--- src/rtl/btb_pkg.sv ---
// rtl/btb_pkg.sv - shared BTB constants, entry/update types and PC field helpers
package btb_pkg;

  localparam int ADDR_BITS    = 32;
  localparam int BTB_SETS     = 16;
  localparam int BTB_TAG_BITS = 8;
  localparam int BTB_IDX_BITS = $clog2(BTB_SETS);

  typedef struct packed {
    logic                    valid;
    logic [BTB_TAG_BITS-1:0] tag;
    logic [ADDR_BITS-1:0]    target;
  } btb_entry_t;

  typedef struct packed {
    logic                    valid;
    logic [BTB_IDX_BITS-1:0] idx;
    logic [BTB_TAG_BITS-1:0] tag;
    logic [ADDR_BITS-1:0]    target;
  } btb_update_t;

  function automatic logic [BTB_IDX_BITS-1:0] pc_idx(input logic [ADDR_BITS-1:0] pc);
    return pc[BTB_IDX_BITS+1:2];
  endfunction

  function automatic logic [BTB_TAG_BITS-1:0] pc_tag(input logic [ADDR_BITS-1:0] pc);
    return pc[BTB_IDX_BITS+BTB_TAG_BITS+1:BTB_IDX_BITS+2];
  endfunction

endpackage

--- src/rtl/btb_set_lookup.sv ---
// rtl/btb_set_lookup.sv - 2-way tag compare and target select for one set
module btb_set_lookup
  import btb_pkg::*;
(
  input  btb_entry_t              way0_i,
  input  btb_entry_t              way1_i,
  input  logic [BTB_TAG_BITS-1:0] tag_i,
  output logic                    hit_o,
  output logic                    hit_way_o,
  output logic [ADDR_BITS-1:0]    target_o
);

  logic hit0, hit1;

  assign hit0      = way0_i.valid && (way0_i.tag == tag_i);
  assign hit1      = way1_i.valid && (way1_i.tag == tag_i);
  assign hit_o     = hit0 | hit1;
  assign hit_way_o = ~hit0;
  assign target_o  = hit0 ? way0_i.target : (hit1 ? way1_i.target : '0);

endmodule

--- src/rtl/btb.sv ---
// rtl/btb.sv - 2-way set-associative BTB with a bypassed one-entry training register
module btb
  import btb_pkg::*;
#(
  parameter int FETCH_WIDTH = 2
) (
  input  logic                                  clock,
  input  logic                                  reset,
  input  logic                                  resolving_valid,
  input  logic [ADDR_BITS-1:0]                  resolving_branch_PC,
  input  logic [ADDR_BITS-1:0]                  resolving_target_PC,
  input  logic [FETCH_WIDTH-1:0][ADDR_BITS-1:0] lookup_PC,
  output logic [FETCH_WIDTH-1:0]                btb_hit,
  output logic [FETCH_WIDTH-1:0][ADDR_BITS-1:0] btb_target
);

  btb_entry_t             way0_q [BTB_SETS];
  btb_entry_t             way1_q [BTB_SETS];
  logic [BTB_SETS-1:0]    lru_q;
  btb_update_t            pend_q, pend_d;

  logic                   wr_hit, wr_hit_way, wr_way, wr_lru;
  logic [ADDR_BITS-1:0]   wr_hit_target;
  btb_entry_t             wr_entry;

  always_comb begin
    pend_d        = '0;
    pend_d.valid  = resolving_valid;
    pend_d.idx    = pc_idx(resolving_branch_PC);
    pend_d.tag    = pc_tag(resolving_branch_PC);
    pend_d.target = resolving_target_PC;
  end

  btb_set_lookup u_wr_lookup (
    .way0_i    (way0_q[pend_q.idx]),
    .way1_i    (way1_q[pend_q.idx]),
    .tag_i     (pend_q.tag),
    .hit_o     (wr_hit),
    .hit_way_o (wr_hit_way),
    .target_o  (wr_hit_target)
  );

  // Update-in-place on a tag hit keeps a set from ever holding the same tag twice.
  always_comb begin
    wr_way = 1'b0;
    wr_lru = 1'b0;
    if (wr_hit) begin
      wr_way = wr_hit_way;
      wr_lru = ~wr_hit_way;
    end else if (!way0_q[pend_q.idx].valid) begin
      wr_way = 1'b0;
      wr_lru = 1'b1;
    end else if (!way1_q[pend_q.idx].valid) begin
      wr_way = 1'b1;
      wr_lru = 1'b0;
    end else begin
      wr_way = lru_q[pend_q.idx];
      wr_lru = ~lru_q[pend_q.idx];
    end
  end

  always_comb begin
    wr_entry        = '0;
    wr_entry.valid  = 1'b1;
    wr_entry.tag    = pend_q.tag;
    wr_entry.target = pend_q.target;
  end

  always_ff @(posedge clock) begin
    if (reset) begin
      pend_q.valid <= 1'b0;
      lru_q        <= '0;
      for (int s = 0; s < BTB_SETS; s++) begin
        way0_q[s].valid <= 1'b0;
        way1_q[s].valid <= 1'b0;
      end
    end else begin
      pend_q <= pend_d;
      if (pend_q.valid) begin
        if (wr_way) way1_q[pend_q.idx] <= wr_entry;
        else        way0_q[pend_q.idx] <= wr_entry;
        lru_q[pend_q.idx] <= wr_lru;
      end
    end
  end

  for (genvar p = 0; p < FETCH_WIDTH; p++) begin : g_port
    logic [BTB_IDX_BITS-1:0] idx;
    logic [BTB_TAG_BITS-1:0] tag;
    logic                    tbl_hit, tbl_way, bypass;
    logic [ADDR_BITS-1:0]    tbl_target;

    assign idx = pc_idx(lookup_PC[p]);
    assign tag = pc_tag(lookup_PC[p]);

    btb_set_lookup u_lookup (
      .way0_i    (way0_q[idx]),
      .way1_i    (way1_q[idx]),
      .tag_i     (tag),
      .hit_o     (tbl_hit),
      .hit_way_o (tbl_way),
      .target_o  (tbl_target)
    );

    // The pending update is newer than anything in the table, so it wins.
    assign bypass        = pend_q.valid && (pend_q.idx == idx) && (pend_q.tag == tag);
    assign btb_hit[p]    = bypass | tbl_hit;
    assign btb_target[p] = bypass ? pend_q.target : tbl_target;
  end

endmodule
--- config.mk ---
export PLATFORM = sky130hd
export DESIGN_NAME = btb
export DESIGN_NICKNAME = d
export VERILOG_FILES = /design/src/rtl/btb_pkg.sv /design/src/rtl/btb_set_lookup.sv /design/src/rtl/btb.sv
export SDC_FILE = /design/constraint.sdc
export NUM_CORES = 2
export LEC_CHECK = 0
export BUFFER_PORTS_ARGS = -buffer_cell sky130_fd_sc_hd__buf_4
export CORE_UTILIZATION = 45
export DETAILED_ROUTE_END_ITERATION = 8
export REMOVE_ABC_BUFFERS = 1
export SYNTH_ARGS = -nofsm -noshare
export SYNTH_HDL_FRONTEND = slang
export SYNTH_SLANG_ARGS = --single-unit
--- constraint.sdc ---
create_clock -name clock -period 15.7 [get_ports clock]
set_clock_uncertainty 0.15 [all_clocks]
set_input_delay 3.14 -clock clock [delete_from_list [all_inputs] [get_ports clock]]
set_output_delay 3.14 -clock clock [all_outputs]
set_load 0.01 [all_outputs]
== Word level (Yosys, flattened, before mapping) ==
Memories as Yosys holds them, arrays and structs flattened. A register that Yosys moved wholly into a read port is not among the register bits.
Index checks and enable logic that the tools add are counted.

* $add $sub $neg: 0
* Multiply operators: 0
* Div/mod/pow operators: 0
* Magnitude comparators: 2
* Eq/ne operators: 10
* Shift operators: 0
* Muxes and demuxes: 35
* Bitwise logic cells: 7
* Reductions and logical operators: 13

{| class="wikitable"
|+ Operators with widths
! cell !! number
|-
| two-way mux 32 bit || 6
|-
| two-way mux 41 bit || 2
|-
| OR reduction 41 bit || 2
|-
| == test 8 bit || 8
|-
| two-way mux 1 bit || 18
|-
| bitwise mux 16 bit || 1
|-
| two-way mux 4 bit || 4
|-
| logical AND 1 bit || 11
|-
| == test 4 bit || 2
|-
| < comparator 4 x 5 -> 1 bit, second input constant || 1
|-
| bitwise OR 1 bit || 5
|-
| binary-select mux 1 bit (select 4 bit) || 1
|-
| demux 1 bit (select 4 bit) || 1
|-
| greater-or-equal comparator 4 x 1 -> 1 bit, second input constant || 1
|-
| two-way mux 2 bit || 2
|-
| NOT 1 bit || 2
|}

* Flip-flop bits (word level): 61
* Latch bits: 0
* RAM bits: 1312
* Memory bits (read-only): 0
* Logic and storage cells: 74
* Memories: 2

{| class="wikitable"
|+ Memories
! name !! depth !! bits a word !! rd ports !! clocked after memory_dff !! wr ports !! line !! source
|-
| way0_q || 16 || 41 || 3 || 1 || 16 || btb.sv:17 || <nowiki>btb_entry_t way0_q [BTB_SETS];</nowiki>
|-
| way1_q || 16 || 41 || 3 || 1 || 16 || btb.sv:18 || <nowiki>btb_entry_t way1_q [BTB_SETS];</nowiki>
|}

== Longest topological paths before layout ==
* Word-level depth: 11
* Depth in mapped cells: 14
* Gate-level depth less buffers: 8

== Modules after synthesis ==
A second synthesis with hierarchy kept.

* Cells, all modules: 3681
* Area total of the unflattened synthesis: 75172.1 um^2

{| class="wikitable"
|+ Modules (own cells, without submodules)
! module !! instances !! cells each !! area each (um^2)
|-
| btb || 1 || 3243 || 72154.2
|-
| btb_set_lookup || 3 || 146 || 1006.0
|}

== Worst setup path after synthesis ==
Ideal clock, no wire load.

* Path kind: input to output
* Start point: in lookup_PC[3] (netlist bit)
* End point: out btb_target[22] (netlist bit)
* Data arrival time: 5837 ps
* Data required time: 12410 ps
* Setup slack: 6573 ps
* Stages on the path: 12
* Path buffers: 4
* Cells stage by stage: buf_2 buf_2 buf_2 mux4_2 mux2i_1 mux2i_1 xnor2_1 nand4_1 nor4_2 buf_2 nand3_1 a31oi_1

{| class="wikitable"
|+ RTL lines
! what !! line !! source
|-
| from (decl) || btb.sv:12 || <nowiki>input logic [FETCH_WIDTH-1:0][ADDR_BITS-1:0] lookup_PC,</nowiki>
|-
| to (decl) || btb.sv:14 || <nowiki>output logic [FETCH_WIDTH-1:0][ADDR_BITS-1:0] btb_target</nowiki>
|}

==> metrics.yaml <==
synthArstFlopShare_pct: 0
max-cap-violations: 0
cp.required_ns: 12.41
ys_warn_count: 0
fp.dieW_um: 386
p_per_area_nw_per_um2: 113
slew_viol_final: 0
ff2ff_setup_slack_ns: 8.18
yosys.area.top_type: "edfxtp_1"
synth_area_leaders: "edfxtp_1, mux4_2, dfxtp_1"
cp_max_fo: 48
whs_path_depth: 1
fin_setup_tns_ns: 0
wl_per_cell_um: 37.2
grt_overflow: 0
first_iter_violations: 4382
hold_end: "way1_q[15][40]"
layout_min_cycle_time_ns: 11.61
hp-class: "flop to flop"
first_pass_iters: 8
postCtsSetupBuffers: 0
synth_commonest_cells: "edfxtp_1, mux4_2, buf_2"
cpPeakStageDelay_ns: 1.10
setup.worst_path.end_class: "primary output"
r2r_cells: 10
syn_area_per_cell_um2: 20.4
clkTransAtPathRegs_ns: 0.06
core_area_um2: 146000
slowest_stage: "or4b_2"
die_area_um2: 149000
start_kind: "input port"
grt_first_pass_wirelength_um: 286000
drc: 0
wl_um: 201000
cts_tree: "yes"
area_growth_pct: 12.4
setup_viol: 0
boundaryPins: 197
peakVddDrop_v: 0.0000985
synth_edf_count: 1324
fp.dieH_um: 386
finalHoldViolCount: 0
htreeDepth: 4
clkLatencyLatePin_ns: 0.80
placementRows: 140
cp_data_arrival_time_ns: 8.32
relSlewSlack_pct: 19.2
outcome: "complete, no violations"
antenna_found_initial: 0
layout-drive-gt1-share_pct: 39.4
path_class: "input port to primary output"
ant_nets: 0
hpwl_um: 107000
clock_path_buffers: 3
post-route-util_pct: 51.1
vias: 37000
synth_cells: 3251
synth_cell_types: 57
fmax_ghz: 0.0861
hold_start: "way1_q[15][40]"
cts_buffers: 151
grt_pass1_vias: 38600
synth_ff_type: "edfxtp_1"
cts_hold_buf: 0
leakage_nw: 23.3
crit_top_cell: "buf_4"
clockRootBuffer: "clkbuf_16"
grt_max_degree: 143
start_util_pct: 45.5
grtUsageTotal_pct: 27.4
cts_resized: 0
cts.sinks: 1377
vias_per_cell: 6.84
synth_top_area_share_pct: 59.9
r2r_end: "way1_q[0][24]"
tightest_slew_ns: 1.21
port_buffers: 136
nets: 3489
synth-seq-cells: 1377
syn_area_um2: 66400
seq_area_frac_synth_pct: 61.5
place.gp.congestion: 0.825
finalCritPeriodShare_pct: 73.9
yosysMostFrequentCell: "edfxtp_1"
rsz0062_at_grt: "false"
path_cells: "buf_8 -> buf_4 -> mux4_2 -> mux4_2 -> xor2_1 -> nor2_1 -> nand3_1 -> or4b_2 -> buf_4 -> nand3_1 -> a31oi_1 -> buf_4"
worst max path at each step:
stage                        from             end  slack [ns]  depth (start not counted)
floorplan            lookup_PC[3]  btb_target[30]        6.03                          7
global placement    lookup_PC[34]  btb_target[60]        4.10                         12
detailed placement  lookup_PC[34]  btb_target[60]        4.09                         12
CTS                 lookup_PC[34]  btb_target[60]        4.09                         12
global route        lookup_PC[34]  btb_target[60]        3.89                         12
finish              lookup_PC[34]  btb_target[60]        4.09                         12
kinds of logic (layout without fill, tap and decap cells):
group	Yosys count	in the layout	share of synthesized area (%)
DFF	1377	1377	61.5
muxes	972	972	31.0
and+or+nand+nor	354	354	2.59
buffers and inverters	281	512	2.04
AOI/OAI and AO/OA	195	195	1.92
xor gates and xnor gates	72	72	0.950
other	0	1	0
worst max-delay path, delay by kind of cell:
kind,cells,cell delay (ns)
AOI/OAI and AO/OA,1,0.21
xor gates and xnor gates,1,0.17
and+or+nand+nor,4,1.55
muxes,2,1.17
buffers and inverters,4,1.91
metal layers:
| metal | vias to the layer above | track usage [%] | share of wire (%) |
|---|---|---|---|
| met5 | - | 0 | 0 |
| li1 | 14400 | - | - |
| met2 | 2099 | 45.0 | 50 |
| met1 | 20100 | 36.1 | 38 |
| met4 | 0 | 10.4 | 3.7 |
| met3 | 382 | 5.69 | 8.6 |
state kept, by name, indices dropped and copies added (netlist names), named ones only:
register	flops
way1_q	656
lru_q	16
pend_q	45
way0_q	656
power by group:
group          leakage (nW)  switching, mW  total [mW]  internal, mW
clock network          2.50           1.50        3.65          2.15
logic                  8.43          0.307       0.601         0.294
registers              12.4         0.0737        4.15          4.08
total                  23.3           1.88        8.40          6.52
placed cells by master, fill, tap and decap left out, types with 12 or more instances in the layout:
cell type  instances
nor2_1            92
mux2i_1          102
nor3_4            15
xnor2_1           46
clkbuf_1          22
nand3_1           77
mux4_2           865
o21a_1            17
dfxtp_1           49
clkinv_1          34
a21oi_1           41
buf_4            222
o21ai_0           16
nor2_4            16
clkbuf_16        156
clkinv_2          29
a22oi_1           12
nor2b_1           16
bufinv_16         19
nand2_1           92
xor2_1            26
edfxtp_1        1324
a31oi_1           71
area by class of cell:
cell class | instances | area (um2)
fill | 11400 | 71300
sequential | 1377 | 40800
multi-input combinational | 1593 | 24400
clock buffer | 181 | 4020
tap | 1917 | 2400
timing repair buffer | 234 | 1860
clock inverter | 96 | 1060
inverter | 1 | 6.26
antenna | 1 | 2.50
stage by stage:
stage	worst slack (ns)	std cells	hold WS [ns]	instance area, um2	total power, mW
after floorplan	6.03	2971	0.309	65000	4.55
after CTS	4.09	5399	0.342	74600	8.46
final	4.09	5400	0.344	74600	8.40
after global placement	4.10	5122	0.327	69500	4.82
after global routing	3.89	5399	0.353	74600	8.63
after detailed placement	4.09	5122	0.333	69500	4.83
Note: power is estimated with default switching activity, not from simulation.
